**config.mk**
```make
export PLATFORM = sky130hd
export DESIGN_NAME = router_input_channel_flat
export DESIGN_NICKNAME = d
export VERILOG_FILES = /design/src/rtl/router_input_channel_if.sv /design/src/rtl/router_input_channel.sv /design/src/flat_wrapper.sv
export SDC_FILE = /design/constraint.sdc
export NUM_CORES = 1
export LEC_CHECK = 0
export BUFFER_PORTS_ARGS = -buffer_cell sky130_fd_sc_hd__buf_2
export CAP_MARGIN = 5
export CORE_AREA = 2 2 146 148
export DETAILED_ROUTE_END_ITERATION = 16
export DIE_AREA = 0 0 148 150
export GPL_ROUTABILITY_DRIVEN = 1
export PLACE_DENSITY = 0.87
export SETUP_SLACK_MARGIN = 0.05
export SYNTH_ARGS = -nofsm -noshare
export SYNTH_HDL_FRONTEND = slang
export SYNTH_SLANG_ARGS = --single-unit
export TNS_END_PERCENT = 20
```
**constraint.sdc**
```tcl
create_clock -name clk -period 5.8 [get_ports clk]
set_clock_uncertainty 0.15 [all_clocks]
set_input_delay 0.58 -clock clk [delete_from_list [all_inputs] [get_ports clk]]
set_output_delay 0.58 -clock clk [all_outputs]
set_load 0.005 [all_outputs]
```
**src/rtl/router_input_channel_if.sv**
```systemverilog
// Link and switch handshake bundle for one router input channel.
// The channel uses the slave modport; its neighbours drive the master side.
interface router_input_channel_if #(
    parameter int DATA_WIDTH = 64
);
    logic                  send_in;
    logic [DATA_WIDTH-1:0] data_in;
    logic                  ready_out;
    logic                  fwd_req;
    logic [DATA_WIDTH-1:0] fwd_data;
    logic                  fwd_vc;
    logic                  fwd_grant;

    modport master (
        output send_in, data_in, fwd_grant,
        input  ready_out, fwd_req, fwd_data, fwd_vc
    );

    modport slave (
        input  send_in, data_in, fwd_grant,
        output ready_out, fwd_req, fwd_data, fwd_vc
    );
endinterface

```
**src/rtl/router_input_channel.sv**
```systemverilog
// Router input port: two polarity-interleaved VC FIFOs between the link
// and the local switch. One VC fills while the other drains each cycle.
module router_input_channel #(
    parameter int DATA_WIDTH = 64,
    parameter int VC_DEPTH   = 2,
    localparam int CNT_W     = $clog2(VC_DEPTH + 1)
) (
    input  logic                   clk,
    input  logic                   reset,
    input  logic                   polarity,
    router_input_channel_if.slave  ch,
    output logic [CNT_W-1:0]       vc0_count,
    output logic [CNT_W-1:0]       vc1_count,
    output logic                   overflow_err
);
    localparam int PTR_W = (VC_DEPTH > 1) ? $clog2(VC_DEPTH) : 1;
    localparam logic [CNT_W-1:0] FULL = CNT_W'(VC_DEPTH);
    localparam logic [PTR_W-1:0] LAST = PTR_W'(VC_DEPTH - 1);

    logic [DATA_WIDTH-1:0] mem [2][VC_DEPTH];
    logic [PTR_W-1:0]      wr_ptr [2];
    logic [PTR_W-1:0]      rd_ptr [2];
    logic [CNT_W-1:0]      cnt    [2];

    logic wvc;
    logic rvc;
    logic push;
    logic pop;

    // polarity=1: VC0 takes link writes, VC1 feeds the switch
    assign wvc = ~polarity;
    assign rvc = polarity;

    assign ch.ready_out = reset && (cnt[wvc] < FULL);
    assign ch.fwd_req   = reset && (cnt[rvc] != '0);
    assign ch.fwd_vc    = reset && rvc;
    assign ch.fwd_data  = ch.fwd_req ? mem[rvc][rd_ptr[rvc]] : '0;

    assign push = ch.send_in && ch.ready_out;
    assign pop  = ch.fwd_req && ch.fwd_grant;

    assign vc0_count = cnt[0];
    assign vc1_count = cnt[1];

    always_ff @(posedge clk) begin
        if (push) begin
            mem[wvc][wr_ptr[wvc]] <= ch.data_in;
        end
    end

    always_ff @(posedge clk or negedge reset) begin
        if (!reset) begin
            wr_ptr[0]    <= '0;
            wr_ptr[1]    <= '0;
            rd_ptr[0]    <= '0;
            rd_ptr[1]    <= '0;
            cnt[0]       <= '0;
            cnt[1]       <= '0;
            overflow_err <= 1'b0;
        end else begin
            if (push) begin
                wr_ptr[wvc] <= (wr_ptr[wvc] == LAST) ? '0 : wr_ptr[wvc] + PTR_W'(1);
                cnt[wvc]    <= cnt[wvc] + CNT_W'(1);
            end
            if (pop) begin
                rd_ptr[rvc] <= (rd_ptr[rvc] == LAST) ? '0 : rd_ptr[rvc] + PTR_W'(1);
                cnt[rvc]    <= cnt[rvc] - CNT_W'(1);
            end
            if (ch.send_in && !ch.ready_out) begin
                overflow_err <= 1'b1;
            end
        end
    end
endmodule

```
**src/flat_wrapper.sv**
```systemverilog
// flat-port wrapper written by rule: the top's interface ports become plain ports
module router_input_channel_flat 
#(
    parameter int DATA_WIDTH = 64,
    parameter int VC_DEPTH   = 2,
    localparam int CNT_W     = $clog2(VC_DEPTH + 1)
)
  (clk, reset, polarity, vc0_count, vc1_count, overflow_err, ch_send_in, ch_data_in, ch_fwd_grant, ch_ready_out, ch_fwd_req, ch_fwd_data, ch_fwd_vc);
  router_input_channel_if #(.DATA_WIDTH(DATA_WIDTH)) ch_i ();
  input  logic clk;
  input  logic reset;
  input  logic polarity;
  output logic [CNT_W-1:0] vc0_count;
  output logic [CNT_W-1:0] vc1_count;
  output logic overflow_err;
  input wire logic [$bits(ch_i.send_in)-1:0] ch_send_in;
  input wire logic [$bits(ch_i.data_in)-1:0] ch_data_in;
  input wire logic [$bits(ch_i.fwd_grant)-1:0] ch_fwd_grant;
  output wire logic [$bits(ch_i.ready_out)-1:0] ch_ready_out;
  output wire logic [$bits(ch_i.fwd_req)-1:0] ch_fwd_req;
  output wire logic [$bits(ch_i.fwd_data)-1:0] ch_fwd_data;
  output wire logic [$bits(ch_i.fwd_vc)-1:0] ch_fwd_vc;
  assign ch_i.send_in = ch_send_in;
  assign ch_i.data_in = ch_data_in;
  assign ch_i.fwd_grant = ch_fwd_grant;
  assign ch_ready_out = ch_i.ready_out;
  assign ch_fwd_req = ch_i.fwd_req;
  assign ch_fwd_data = ch_i.fwd_data;
  assign ch_fwd_vc = ch_i.fwd_vc;
  router_input_channel #(.DATA_WIDTH(DATA_WIDTH), .VC_DEPTH(VC_DEPTH)) u_core (.clk(clk), .reset(reset), .polarity(polarity), .ch(ch_i), .vc0_count(vc0_count), .vc1_count(vc1_count), .overflow_err(overflow_err));
endmodule
```
==> metrics.md, run 1 <==
| Metric | Value |
|---|---|
| Status | `finished clean` |
| Drt via density | `5.50` |
| I/O pin count | `141` |
| Pwr dens | `409 mW/mm^2` |
| Post-synthesis simple-gate area fraction | `0.0428` |
| Largest family of logic cells by synthesized area | `compound AO/OA/AOI/OAI gates` |
| DR pass1 iterations | `4` |
| Post-synthesis instance area | `0.0111 sq mm` |
| Layout cells sized above 1 | `0.425` |
| Initial antenna violation count | `2` |
| I/O Buffers | `140` |
| Final setup violation count | `0` |
| 1st-iter DRT viols | `366` |
| Post-DP HPWL | `11900 microns` |
| Layout overhead on the synthesized area | `15.6%` |
| Nets@finish | `801` |
| Crit path buf inv count | `3` |
| R2R Path End | `u_core.mem[0][64]` |
| Reg2reg setup slack | `3.31 ns` |
| Final hold vios | `0` |
| Clk slew on worst S/H paths | `0.06 ns` |
| Total negative slack | `0 ns` |
| Vias | `5638` |
| Startpoint types | `primary input` |
| Row count | `53` |
| # diodes | `0` |
| XOR/XNOR Fraction of Synth Area | `0.00473` |
| Setup crit end | `ch_fwd_data[43]` |
| Multi-input logic area | `0.00285 sq mm` |
| Post-synthesis register bit count | `265` |
| Post-CTS sizing | `0` |
| RSZ-0062 raised after global routing | `false` |
| Lkg Pwr | `0.00443 uW` |
| Sequential-to-total area share from yosys stat | `0.712` |
| Crit path largest cell delay | `0.59 ns` |
| GRT Util Overall | `0.181` |
| Post-Synthesis Cells | `597` |
| DRC Markers | `0` |
| Synth Area in Compound Gates | `0.143` |
| Worst R2R Path Depth | `3` |
| Die Area | `0.0222 sq mm` |
| First-pass GRT wire length | `31300 microns` |
| Die H | `150 microns` |
| Worst-Skew Late Latency | `0.51 ns` |
| CTS buffer count | `26` |
| Largest net degree at the start of global routing | `77` |
| Crit path max fanout | `76` |
| Worst setup path class | `primary input to output pin` |
| Number of synthesis warnings | `0` |
| Core Region | `0.0207 sq mm` |
| WP depth | `7` |
| Critical path's top delay family | `buffers and inverters` |
| DR WL/cell | `20.1 microns` |
| Post-synthesis average cell area | `18.6 sq um` |
| CTS tree | `yes` |
| Starting density of the core | `0.537` |
| Post-synth EDFFs | `256` |
| Max Slew Vio Count | `0` |
| Syn_nets | `667` |
| Worst-Margin Slew | `1.05 ns` |
| H-tree depth | `1` |
| Antenna Nets Post-Route | `0` |
| Most used flip-flop cell after synthesis | `edfxtp_1` |
| Slew HR | `0.302` |
| Clk sink count | `265` |
| Setup crit start | `polarity` |
| Netlist cell types | `29` |
| R2r startpoint | `u_core.vc0_count[1]` |
| GP Congestion | `0.759` |
| Fin util | `0.621` |
| Final global-route overflow total | `0` |
| Worst EP arrival | `3.08 ns` |
| CTS root buf | `clkbuf_16` |
| Tmin final | `3.81 ns` |
| Max_cap viols | `0` |
| Fillcell total | `1463` |
| Multiplexer area fraction after synthesis | `0.0621` |
| Peak VDD IR | `0.272 mV` |
| Worst Hold Class | `primary input to flop` |
| Final worst-path cycle share | `0.657` |
| Fmax achieved | `262 MHz` |
| FF+latch area | `0.00792 sq mm` |
| Min Hold Slack | `0.128 ns` |
| Final wirelength | `20600 microns` |
| Worst path slowest cell | `buf_6` |
| Post-synth ARST share | `0.0340` |
| Vias in the first global route | `5614` |
| Post-Synth Adder-Cell Area | `0.00113` |
| Post-CTS Setup Bufs | `0` |
| Critical Path RT | `5.07 ns` |
| Worst slack, placed | `1.94 ns` |
| PnR worst setup slack | `1.99 ns` |
| CP endpoint kind | `output pin` |
| Design Power | `5250 uW` |
| Clk buf depth | `3` |
| Cell Chain, Critical Path | `buf_6 -> mux2i_1 -> ha_1 -> nand2b_4 -> buf_4 -> a211oi_2 -> buf_2` |
| Die extent in x | `148 microns` |
-- area by class of cell --
type / count / share of cell area
Sequential cell: 265 / 0.616
Multi-Input combinational cell: 285 / 0.222
Clock buffer: 33 / 0.0582
Inverter: 4 / 0.00117
Timing Repair Buffer: 149 / 0.0634
Clock inverter: 15 / 0.0125
Tap cell: 275 / 0.0268
-- power by group --
group | internal [uW] | total (uW) | switching [uW]
combinational | 490 | 1120 | 628
clock | 1050 | 1740 | 690
sequential | 2210 | 2400 | 185
total | 3750 | 5250 | 1500
-- logic make-up after synthesis --
kind of cell             count (synthesis)
buffers and inverters                   47
adder cells (fa/ha/maj)                  1
AND/OR/NAND/NOR                         76
multiplexers                            69
XOR/XNOR                                 6
AO/OA/AOI/OAI                          133
flip-flops                             265
-- sequential cells by signal (all words and copies together) (netlist names) --
| name | cells |
|---|---|
| u_core.rd_ptr | 2 |
| u_core.wr_ptr | 2 |
| u_core.mem | 256 |
| u_core.vc0_count | 2 |
| u_core.overflow_err | 1 |
| u_core.vc1_count | 2 |
-- cell usage after synthesis, types with 3 or more instances --
| cell | number | area [sq um] |
|---|---|---|
| buf_6 | 8 | 90.1 |
| dfrtp_1 | 9 | 225 |
| a211oi_2 | 119 | 1490 |
| buf_2 | 24 | 120 |
| xnor2_1 | 3 | 26.3 |
| nor2b_1 | 65 | 407 |
| xor2_1 | 3 | 26.3 |
| edfxtp_1 | 256 | 7690 |
| a211oi_1 | 9 | 67.6 |
| mux2i_1 | 69 | 691 |
| buf_12 | 6 | 120 |
| nor2_1 | 3 | 11.3 |
-- cells in the final DEF (no fill, tap or decap), types with 4 or more instances in the layout --
cell type	instances
a211oi_1	9
a211oi_2	119
buf_2	139
buf_4	5
clkbuf_16	27
clkbuf_8	5
clkinv_1	4
dfrtp_1	7
edfxtp_1	256
mux2i_1	69
nor2b_1	64
-- worst register-to-register path, cell delays in order, from the launching register on --
cell	delay (ns)
dfrtp_1	0.41
nand4b_1	0.38
nor2_4	0.89
buf_12	0.32
-- metrics by stage --
step	cells	instance area, sq um
6_report	1026	12900
5_1_grt	1026	12900
4_1_cts	1026	12900
3_5_place_dp	977	11900
3_3_place_gp	977	11900
2_1_floorplan	597	11100
-- routing by layer --
layer	up-vias	share of wire	global-route usage
met5	-	0.00063	0
met4	2	0.014	0.0352
met3	25	0.053	0.0345
met2	142	0.50	0.309
met1	2815	0.43	0.246
li1	2654	-	-
-- timing repair --
item,in CTS,in global routing
hold buffers,1,0
hold endpoints to repair,9,0
endpoints found under the setup margin,0,0
-- worst min path at each step --
| stage | start | to | slack, ns | cells after the start |
|---|---|---|---|---|
| floorplan | reset | u_core.overflow_err | 0.13 | 0 |
| global placement | u_core.overflow_err | u_core.overflow_err | 0.29 | 1 |
| detailed placement | u_core.overflow_err | u_core.overflow_err | 0.30 | 1 |
| CTS | ch_data_in[32] | u_core.mem[0][96] | 0.10 | 1 |
| global route | ch_data_in[25] | u_core.mem[1][25] | 0.11 | 1 |
| finish | ch_data_in[53] | u_core.mem[1][117] | 0.13 | 1 |
No activity file was read; power rests on OpenSTA's default activity.
==> run 2, diff against run 1 <==
==> constraint.sdc (replaced) <==
create_clock -name clk -period 3.9 [get_ports clk]
set_clock_uncertainty 0.15 [all_clocks]
set_input_delay 0.39 -clock clk [delete_from_list [all_inputs] [get_ports clk]]
set_output_delay 0.39 -clock clk [all_outputs]
set_load 0.005 [all_outputs]
==> run 2 against run 1 <==
Compared with the run above: first-iteration DRC count is 11% lower; final cell count is 6.8% higher; critical endpoint is now ch_fwd_data[44]; die area stayed put.
==> metrics.md, run 2 (synthesis gave the netlist of run 1 again) <==
| Metric | Value |
|---|---|
| Worst setup path class | `flop to output pin` |
| Worst slack, placed | `1.10 ns` |
| Largest net degree at the start of global routing | `102` |
| Row count | `53` |
| Die extent in x | `148 microns` |
| I/O pin count | `141` |
| Final setup violation count | `0` |
| FF+latch area | `0.00792 sq mm` |
| Clk sink count | `265` |
| Crit path max fanout | `67` |
| Max_cap viols | `0` |
| Layout cells sized above 1 | `0.384` |
| Tmin final | `3.02 ns` |
| I/O Buffers | `140` |
| 1st-iter DRT viols | `325` |
| Worst-Margin Slew | `0.708 ns` |
| Startpoint types | `flop` |
| First-pass GRT wire length | `33600 microns` |
| Final global-route overflow total | `0` |
| Post-DP HPWL | `12000 microns` |
| Post-CTS sizing | `0` |
| Multi-input logic area | `0.00285 sq mm` |
| Die Area | `0.0222 sq mm` |
| DR pass1 iterations | `4` |
| Worst-Skew Late Latency | `0.53 ns` |
| Final hold vios | `0` |
| Peak VDD IR | `0.390 mV` |
| Vias | `6065` |
| DRC Markers | `0` |
| Final wirelength | `21700 microns` |
| Worst EP arrival | `2.48 ns` |
| Slew HR | `0.528` |
| Met1 wire length | `8930 microns` |
| Initial antenna violation count | `0` |
| RSZ-0062 raised after global routing | `false` |
| Status | `finished clean` |
| CTS tree | `yes` |
| Clk slew on worst S/H paths | `0.06 ns` |
| Antenna Nets Post-Route | `0` |
| Pwr dens | `577 mW/mm^2` |
| Starting density of the core | `0.537` |
| CTS buffer count | `27` |
| Max Slew Vio Count | `0` |
| Die H | `150 microns` |
| Drt via density | `5.53` |
| Placed insts | `982` |
| DR top layer | `met4` |
| GRT Util Overall | `0.193` |
| Final worst-path cycle share | `0.774` |
| WL met2 | `11300 microns` |
| CP endpoint kind | `output pin` |
| Core Region | `0.0207 sq mm` |
| DR WL/cell | `19.8 microns` |
| H-tree depth | `1` |
| Clk buf depth | `3` |
| Lkg Pwr | `0.00471 uW` |
| Layout overhead on the synthesized area | `21.5%` |
| Nets@finish | `872` |
| Commonest non-fill, non-tap cell in the layout | `edfxtp_1` |
| GP Congestion | `0.737` |
| Fmax achieved | `331 MHz` |
| CTS root buf | `clkbuf_16` |
| PnR worst setup slack | `0.883 ns` |
| Critical Path RT | `3.36 ns` |
| Vias in the first global route | `6273` |
| Length of routed met3 wiring | `1050 microns` |
| Most frequent cells in the layout | `edfxtp_1 (256), buf_2 (139), a211oi_2 (119), mux2i_1 (69), dlygate4sd3_1 (66)` |
| Worst Hold Class | `primary input to flop` |
| Max reg flops | `256` |
| # diodes | `0` |
| Final Non-Filler Cells | `1096` |
| Fillcell total | `1456` |
[run 2: changes by cell type in the layout (fill, tap and decap cells not counted), sizes merged]
cell / delta
clkbuf: +1
clkinv: +1
buf: +5
dlygate4sd3: +65
inv: +1
clkinvlp: -3
[run 2: layout make-up]
class                           instances  share of cell area
Clock inverter                         14              0.0107
Clock buffer                           34              0.0520
Sequential cell                       265               0.586
Multi-Input combinational cell        285               0.211
Timing Repair Buffer                  219               0.113
Inverter                                4             0.00111
Tap cell                              275              0.0255
[run 2: report_power, final]
| part | switching [uW] | internal, uW | leakage [uW] |
|---|---|---|---|
| sequential | 269 | 3290 | 0.00241 |
| clock | 997 | 1470 | 0.000411 |
| combinational | 973 | 799 | 0.00189 |
| total | 2240 | 5560 | 0.00471 |
[run 2: per-stage QoR]
| step | instance area (sq um) | utilization | TNS (ns) | power, uW | hold WS [ns] |
|---|---|---|---|---|---|
| 3_5_place_dp | 12000 | 0.580 | 0 | 5350 | 0.149 |
| 3_3_place_gp | 12000 | 0.580 | 0 | 5300 | 0.147 |
| 5_1_grt | 13500 | 0.653 | 0 | 8110 | 0.0909 |
| 6_report | 13500 | 0.653 | 0 | 7800 | 0.0940 |
| 4_1_cts | 13500 | 0.653 | 0 | 7870 | 0.0698 |
| 2_1_floorplan | 11100 | - | -22.14 | 4960 | -0.0556 |
[run 2: what timing repair did]
action / 4_1_cts / 5_1_grt
endpoints found under the hold margin: 266 / 0
hold buffers: 66 / 0
setup buffers: 0 / 0
endpoints found under the setup margin: 0 / 0
[run 2: worst paths after layout]
kind | end | from | slack, ns | cells past startpoint
worst max register to register | u_core.mem[1][24] | u_core.vc1_count[1] | 1.73 | 3
min in group asynchronous | u_core.vc1_count[0] | reset | 0.14 | 2
max in group asynchronous | u_core.rd_ptr[1] | reset | 3.18 | 2
worst max-delay path | ch_fwd_data[44] | u_core.rd_ptr[1] | 0.88 | 5
worst min-delay path | u_core.vc1_count[0] | ch_fwd_grant | 0.09 | 3
worst min register to register | u_core.overflow_err | u_core.overflow_err | 0.32 | 1
[run 2: per-layer routing]
layer / global-route usage / vias to the layer above
li1: - / 2792
met1: 0.246 / 3071
met2: 0.347 / 167
met3: 0.0338 / 35
met4: 0.0452 / 0
met5: 0 / -
[run 2: worst max-delay path, stage by stage, from the launching register on]
cell	delay, ns
dfrtp_4	0.83
buf_12	0.39
nor2b_1	0.11
a211oi_2	0.35
a211oi_2	0.07
buf_2	0.16
